File: config.mk
export PLATFORM = sky130hd
export DESIGN_NAME = sky_xu_wb_arbiter
export DESIGN_NICKNAME = d
export VERILOG_FILES = /design/src/rtl/sky_xu_wb_arbiter.sv
export SDC_FILE = /design/constraint.sdc
export NUM_CORES = 1
export LEC_CHECK = 0
export BUFFER_PORTS_ARGS = -buffer_cell sky130_fd_sc_hd__buf_2
export CORE_AREA = 2 2 76 96
export DETAILED_ROUTE_END_ITERATION = 12
export DIE_AREA = 0 0 78 98
export PLACE_DENSITY_LB_ADDON = 0.1
export SYNTH_ARGS = -nofsm -noshare
export SYNTH_HDL_FRONTEND = slang
export SYNTH_SLANG_ARGS = --single-unit
File: constraint.sdc
create_clock -name clk -period 5.9 [get_ports clk]
set_input_delay 0.59 -clock clk [delete_from_list [all_inputs] [get_ports clk]]
set_output_delay 0.59 -clock clk [all_outputs]
set_load 0.005 [all_outputs]
File: src/rtl/sky_xu_wb_arbiter.sv
// Writeback arbiter and register scoreboard for one skylark XU.
// Round-robin shares the register-file write port; a busy mask tracks pending destinations.
module sky_xu_wb_arbiter #(
  parameter int unsigned NUM_REQ = 3
) (
  input  logic                    clk,
  input  logic                    reset_n,
  input  logic [NUM_REQ-1:0]      req_valid,
  output logic [NUM_REQ-1:0]      req_ready,
  input  logic [4*NUM_REQ-1:0]    req_addr,
  input  logic [32*NUM_REQ-1:0]   req_data,
  output logic                    rf_write_enable,
  output logic [3:0]              rf_write_addr,
  output logic [31:0]             rf_write_data,
  input  logic                    claim_valid,
  input  logic [3:0]              claim_addr,
  output logic                    claim_ok,
  output logic [15:0]             busy_mask
);

  localparam int unsigned PTR_W  = $clog2(NUM_REQ);
  localparam int unsigned ADDR_W = 4;
  localparam int unsigned DATA_W = 32;
  localparam int unsigned NREG   = 16;

  logic [PTR_W-1:0]  ptr;
  logic [PTR_W-1:0]  ptr_next;
  logic [PTR_W-1:0]  grant_idx;
  logic              grant_any;
  logic [ADDR_W-1:0] sel_addr;
  logic [DATA_W-1:0] sel_data;
  logic [NREG-1:0]   set_mask;
  logic [NREG-1:0]   clr_mask;
  logic [NREG-1:0]   busy_next;

  // Round-robin scan starting at ptr; first valid requester wins.
  always_comb begin
    int unsigned pos;
    grant_any = 1'b0;
    grant_idx = '0;
    pos       = 0;
    for (int unsigned k = 0; k < NUM_REQ; k++) begin
      pos = 32'(ptr) + k;
      if (pos >= NUM_REQ) pos = pos - NUM_REQ;
      if (!grant_any && req_valid[PTR_W'(pos)]) begin
        grant_any = 1'b1;
        grant_idx = PTR_W'(pos);
      end
    end
  end

  always_comb begin
    req_ready = '0;
    if (grant_any) req_ready[grant_idx] = 1'b1;
  end

  // Payload of the granted requester.
  always_comb begin
    sel_addr = '0;
    sel_data = '0;
    for (int unsigned k = 0; k < NUM_REQ; k++) begin
      if (req_ready[k]) begin
        sel_addr = req_addr[k*ADDR_W +: ADDR_W];
        sel_data = req_data[k*DATA_W +: DATA_W];
      end
    end
  end

  always_comb begin
    ptr_next = ptr;
    if (grant_any) begin
      if (grant_idx == PTR_W'(NUM_REQ - 1)) ptr_next = '0;
      else                                  ptr_next = grant_idx + PTR_W'(1);
    end
  end

  always_ff @(posedge clk or negedge reset_n) begin
    if (!reset_n) ptr <= '0;
    else          ptr <= ptr_next;
  end

  // Registered write port; address 0 consumes its grant without writing.
  always_ff @(posedge clk or negedge reset_n) begin
    if (!reset_n) begin
      rf_write_enable <= 1'b0;
      rf_write_addr   <= '0;
      rf_write_data   <= '0;
    end else if (grant_any) begin
      rf_write_enable <= (sel_addr != '0);
      rf_write_addr   <= sel_addr;
      rf_write_data   <= sel_data;
    end else begin
      rf_write_enable <= 1'b0;
    end
  end

  // Scoreboard: a claim is refused while the bit is set, so a same-register
  // claim and clear resolves to the clear.
  always_comb begin
    claim_ok  = (claim_addr == '0) | ~busy_mask[claim_addr];
    set_mask  = '0;
    clr_mask  = '0;
    if (claim_valid && claim_ok && (claim_addr != '0))
      set_mask = NREG'(1) << claim_addr;
    if (rf_write_enable)
      clr_mask = NREG'(1) << rf_write_addr;
    busy_next    = (busy_mask & ~clr_mask) | set_mask;
    busy_next[0] = 1'b0;
  end

  always_ff @(posedge clk or negedge reset_n) begin
    if (!reset_n) busy_mask <= '0;
    else          busy_mask <= busy_next;
  end

endmodule

# Yosys cells after proc, flatten, opt, wreduce, memory -nomap -nowiden
# Cells that the tools add are included.
# W data, S select, Z words.
[classes]
n_eq_ne = 1
muxes = 30
reduce_logical = 10
shift = 2
magnitude_cmp = 9
bitwise = 5
n_addsub = 6
[op_table]
columns = ["operator", "count"]
rows = [
  ["$mux W32", 3],
  ["$mux W16", 2],
  ["$shl A1 B4 Y16 const A", 2],
  ["$and A16 B16 Y16", 1],
  ["$not A16 Y16", 1],
  ["$or A16 B16 Y16", 1],
  ["$mux W2", 7],
  ["$lt A2 B3 Y1 const B", 4],
  ["$mux W4", 3],
  ["$mux W1", 9],
  ["$reduce_bool A4 Y1", 2],
  ["$bmux W1 S2", 3],
  ["$ge A3 B2 Y1 const B", 2],
  ["$sub A2 B2 Y2 const B", 3],
  ["$logic_and A1 B1 Y1", 5],
  ["$lt A4 B5 Y1 const B", 1],
  ["$bmux W1 S4", 1],
  ["$logic_not A4 Y1", 1],
  ["$add A2 B1 Y3 const B", 1],
  ["$add A2 B2 Y3 const B", 1],
  ["$mux W3", 1],
  ["$add A2 B1 Y2 const B", 1],
  ["$demux W1 S2", 1],
  ["$eq A2 B2 Y1 const B", 1],
  ["5 further kinds", 6],
]
[totals]
inputBits = 118
out_inout_bits = 57
regBits = 54

# Depth between registers and ports, before layout
[depth]
word_depth = 21
mapped_depth = 10

# Worst setup path before layout
# Ideal clock, no wire load.
[synth_path]
kind = "register to output"
start = "register ptr[0]"
end = "output req_ready[0]"
arrival_time_ps = 1620
stages_incl_launch_ff = 8
setup_slack_ps = 3690
required_time_ps = 5310
cell_sequence = "dfrtp_1 inv_1 ha_1 o32a_1 nor2_1 a2111o_1 buf_4 nor3_2"
[synth_via]
elab_chain_len = 16
[synth_lines]
columns = ["item", "line_no", "rtl"]
rows = [
  ["start, declared", "26", "logic [PTR_W-1:0] ptr;"],
  ["start signal, assigned", "79", "else ptr <= ptr_next;"],
  ["parallel branches: the longest is 15 deep, another holds $add A2 B1 Y3", "-", ""],
  ["$mux W3 (*)", "54", "if (grant_any) req_ready[grant_idx] = 1'b1;"],
  ["end, declared", "9", "output logic [NUM_REQ-1:0] req_ready,"],
]
# Every way passes the cells marked *. The select of a mux whose other input is x is not followed.

# Worst setup path after layout
# Ends and elaborated chain as after synthesis.

==> metrics.md <==
| Metric | Value |
|---|---|
| Status | `finished, final reports clean` |
| WP buf/inv | `3` |
| Synth Flop Type | `dfrtp_1` |
| Most frequent cells in the layout | `173 x buf_2, 54 x dfrtp_1, 35 x nor2_1, 34 x mux2i_1, 33 x a21o_1` |
| CTS max path bufs | `2` |
| Final core utilization | `between 60% and 70%` |
| Period utilization | `57.3%` |
| Final Max Slew Viols | `0` |
| Placement Rows | `34` |
| Number of DRC markers in iteration 0 | `112` |
| P_leak | `between 0.002 and 0.0025 uW` |
| Post-detail-place hpwl | `6220 um` |
| Clk slew on worst S/H paths | `0.09 ns` |
| Comb power frac | `approximately 56%` |
| DRT Pass-1 Iters | `4` |
| Crit path max fanout | `38` |
| Reg power frac | `32.6%` |
| Fin Setup TNS | `0 ns` |
| Sw Pwr | `844 uW` |
| Least-Margin Pin Slew | `roughly 1.1 ns` |
| Width of the die | `78 um` |
| R2R setup slack | `2.97 ns` |
| Worst EP required | `around 5.3 ns` |
| First-pass GRT wire length | `between 10000 and 15000 um` |
| Reg area | `1350 um2` |
| Routed vias | `3074` |
| R2R Path End | `rf_write_data[30]` |
| Final hold slack | `0.412 ns` |
| CTS Hold Bufs | `0` |
| Max-slew headroom | `27.5%` |
| FFs w/ async S/R, synth | `100%` |
| CTS sink cnt | `54` |
| Area of the multi-input gates | `about 1700 um2` |
| Mapped cell area | `3190 um2` |
| Synthesis warning total | `0` |
| CTS root buffer | `clkbuf_8` |
| Cells after synthesis | `325` |
| Final clock skew | `0.00956 ns` |
| DRC viols | `0` |
| Maximum level of the CTS H-tree | `2` |
| Max incr delay on CP | `0.69 ns` |
| Worst reg2reg path depth | `8` |
| Worst path cell trace | `inv_1, ha_1, and3_4, a211oi_2, nand2_2, inv_2, nor3_2, buf_2` |
| Placer Congestion | `between 0.8 and 0.9` |
| Final hold vios | `0` |
| Syn nets | `445` |
| Reg-to-reg critical path startpoint | `ptr[0]` |
| Die H | `98 um` |
| Most common cell after layout, fill and taps aside | `buf_2` |
| Slowest stage cell, crit path | `nand2_2` |
| Number of global-route vias before repair | `3038` |
| Detailed Route WL | `about 8000 um` |
| Max Fclk | `296 MHz` |
| Clock share of power | `between 10% and 20%` |
| Delay-heaviest family, CP | `simple AND/OR/NAND/NOR gates` |
| Hold Path Class | `in -> async` |
| Seq/Total Area, Yosys | `42.3%` |
| Yosys reg bits | `54` |
| Antenna fix cells | `0` |
| Die area | `7640 um2` |
| RSZ-0062 raised after global routing | `false` |
| Routed length per placed instance | `14.3 um` |
| GRT Total Usage | `21.5%` |
| Synthesis-to-finish area growth | `30.9%` |
| Endpoints failing setup | `0` |
| Post-synth EDFFs | `0` |
| ANT nets after route | `0` |
| CTS Buf Count | `5` |
| P_int | `1250 uW` |
| I/O Pins | `175` |
| WP data arrival | `2.79 ns` |
| Via-per-instance ratio | `between 5 and 6` |
| Share of cells above drive strength 1 | `between 40% and 50%` |
| Port Buffers | `173` |
| CTS tree | `done` |
| PostCTS Resize Cnt | `0` |
| Worst ir drop on vdd | `0.000282 V` |
| CP Class | `reg -> out` |
| Later-pin clock latency in the skew report | `~0.29 ns` |
| Setup crit start kind | `flop` |
| Period minus WS final | `3.38 ns` |
| Net Sw Frac | `40.2%` |
| Max-cap violations | `0` |
| Largest net degree at the start of global routing | `75` |
| Antenna violations before repair | `0` |
| Post-CTS Setup Repair Bufs | `0` |
| Final nets | `605` |
| Initial Utilization | `46.9%` |
| Power Dens Cells | `502 nW/um2` |
| Core area | `6810 um2` |
| Layout fillers | `approximately 640` |
| CP endpoint kind | `output port` |
| Netlist cell types | `between 40 and 50` |
| Total grt overflow | `0` |
| Avg Cell Area, Syn | `9.82 um2` |
-- synth_stat cells (2+ instances only) --
library cell  instances  area, um2
a211oi_1             28        210
a211oi_2              5       62.6
a21o_1               33        248
a21oi_1               2       10.0
buf_2                 5       25.0
buf_4                 2       15.0
buf_6                 5       56.3
clkbuf_1             10       37.5
dfrtp_1              54       1350
ha_1                  2       25.0
inv_1                 9       33.8
inv_2                 2       7.51
mux2_2                2       22.5
mux2i_1              34        340
mux4_2                3       67.6
nand2_1              20       75.1
nand2b_1              5       31.3
nand3_1               7       35.0
nand3b_1              3       22.5
nor2_1               35        131
nor3_1                2       10.0
nor3b_1               5       37.5
o21ai_0              15       75.1
o21ai_1              10       50.1
o22ai_1               4       25.0
o31ai_1               4       30.0
-- kinds of logic after synthesis --
kind of cell | Yosys count | share of synthesized area [%]
compound gates | 108 | 24.7
simple gates | 86 | 12.9
flops | 54 | 42.3
mux | 39 | 13.5
buf+inv | 35 | 5.72
fa+ha+maj | 2 | 0.784
other cells | 1 | 0.117
-- flip-flops by register name, summed over array words and instances, names as in the netlist --
register,count
ptr,2
busy_mask,15
rf_write_addr,4
rf_write_enable,1
rf_write_data,32
-- power groups by stage --
stage	registers [uW]	clock network [uW]	logic, uW
detailed placement	688	0	1190
CTS	685	255	1190
finish	684	245	1170
floorplan	691	0	808
global route	709	270	1300
global placement	687	0	1160
-- stage by stage --
stage          area (um2)  setup WS (ns)  power (uW)  cells
2_1_floorplan        3190           3.69        1500    325
3_3_place_gp         4070           2.96        1850    568
3_5_place_dp         4070           2.84        1870    568
4_1_cts              4180           2.48        2130    575
5_1_grt              4180           2.32        2280    575
6_report             4180           2.52        2100    575
-- how the worst max path moves through the flow --
stage                      start  slack (ns)           end  depth (start not counted)
final                     ptr[0]        2.52  req_ready[0]                          8
after global routing      ptr[0]        2.32  req_ready[0]                          8
after CTS                 ptr[0]        2.48  req_ready[0]                          8
after detailed placement  ptr[0]        2.84  req_ready[0]                          8
after global placement    ptr[0]        2.96  req_ready[0]                          8
after floorplan           ptr[0]        3.69  req_ready[0]                          7
-- final cells by class --
class / instances / share of cell area (%)
well taps: 90 / 2.69
multi-input cells: 236 / 39.9
inverters: 12 / 1.08
repair buffers: 176 / 21.3
flip-flops and latches: 54 / 32.3
clock buffers: 6 / 1.98
clock inverters: 1 / 0.719
-- routing by layer --
layer  up-vias  global-route usage (%)  share of wire, %
met5         -                       0                 0
met4         0                    9.45               2.5
met3        16                    3.33               6.2
met2       115                    37.9                52
met1      1447                    25.7                39
li1       1496                       -                 -
No activity file was read; power rests on OpenSTA's default activity.
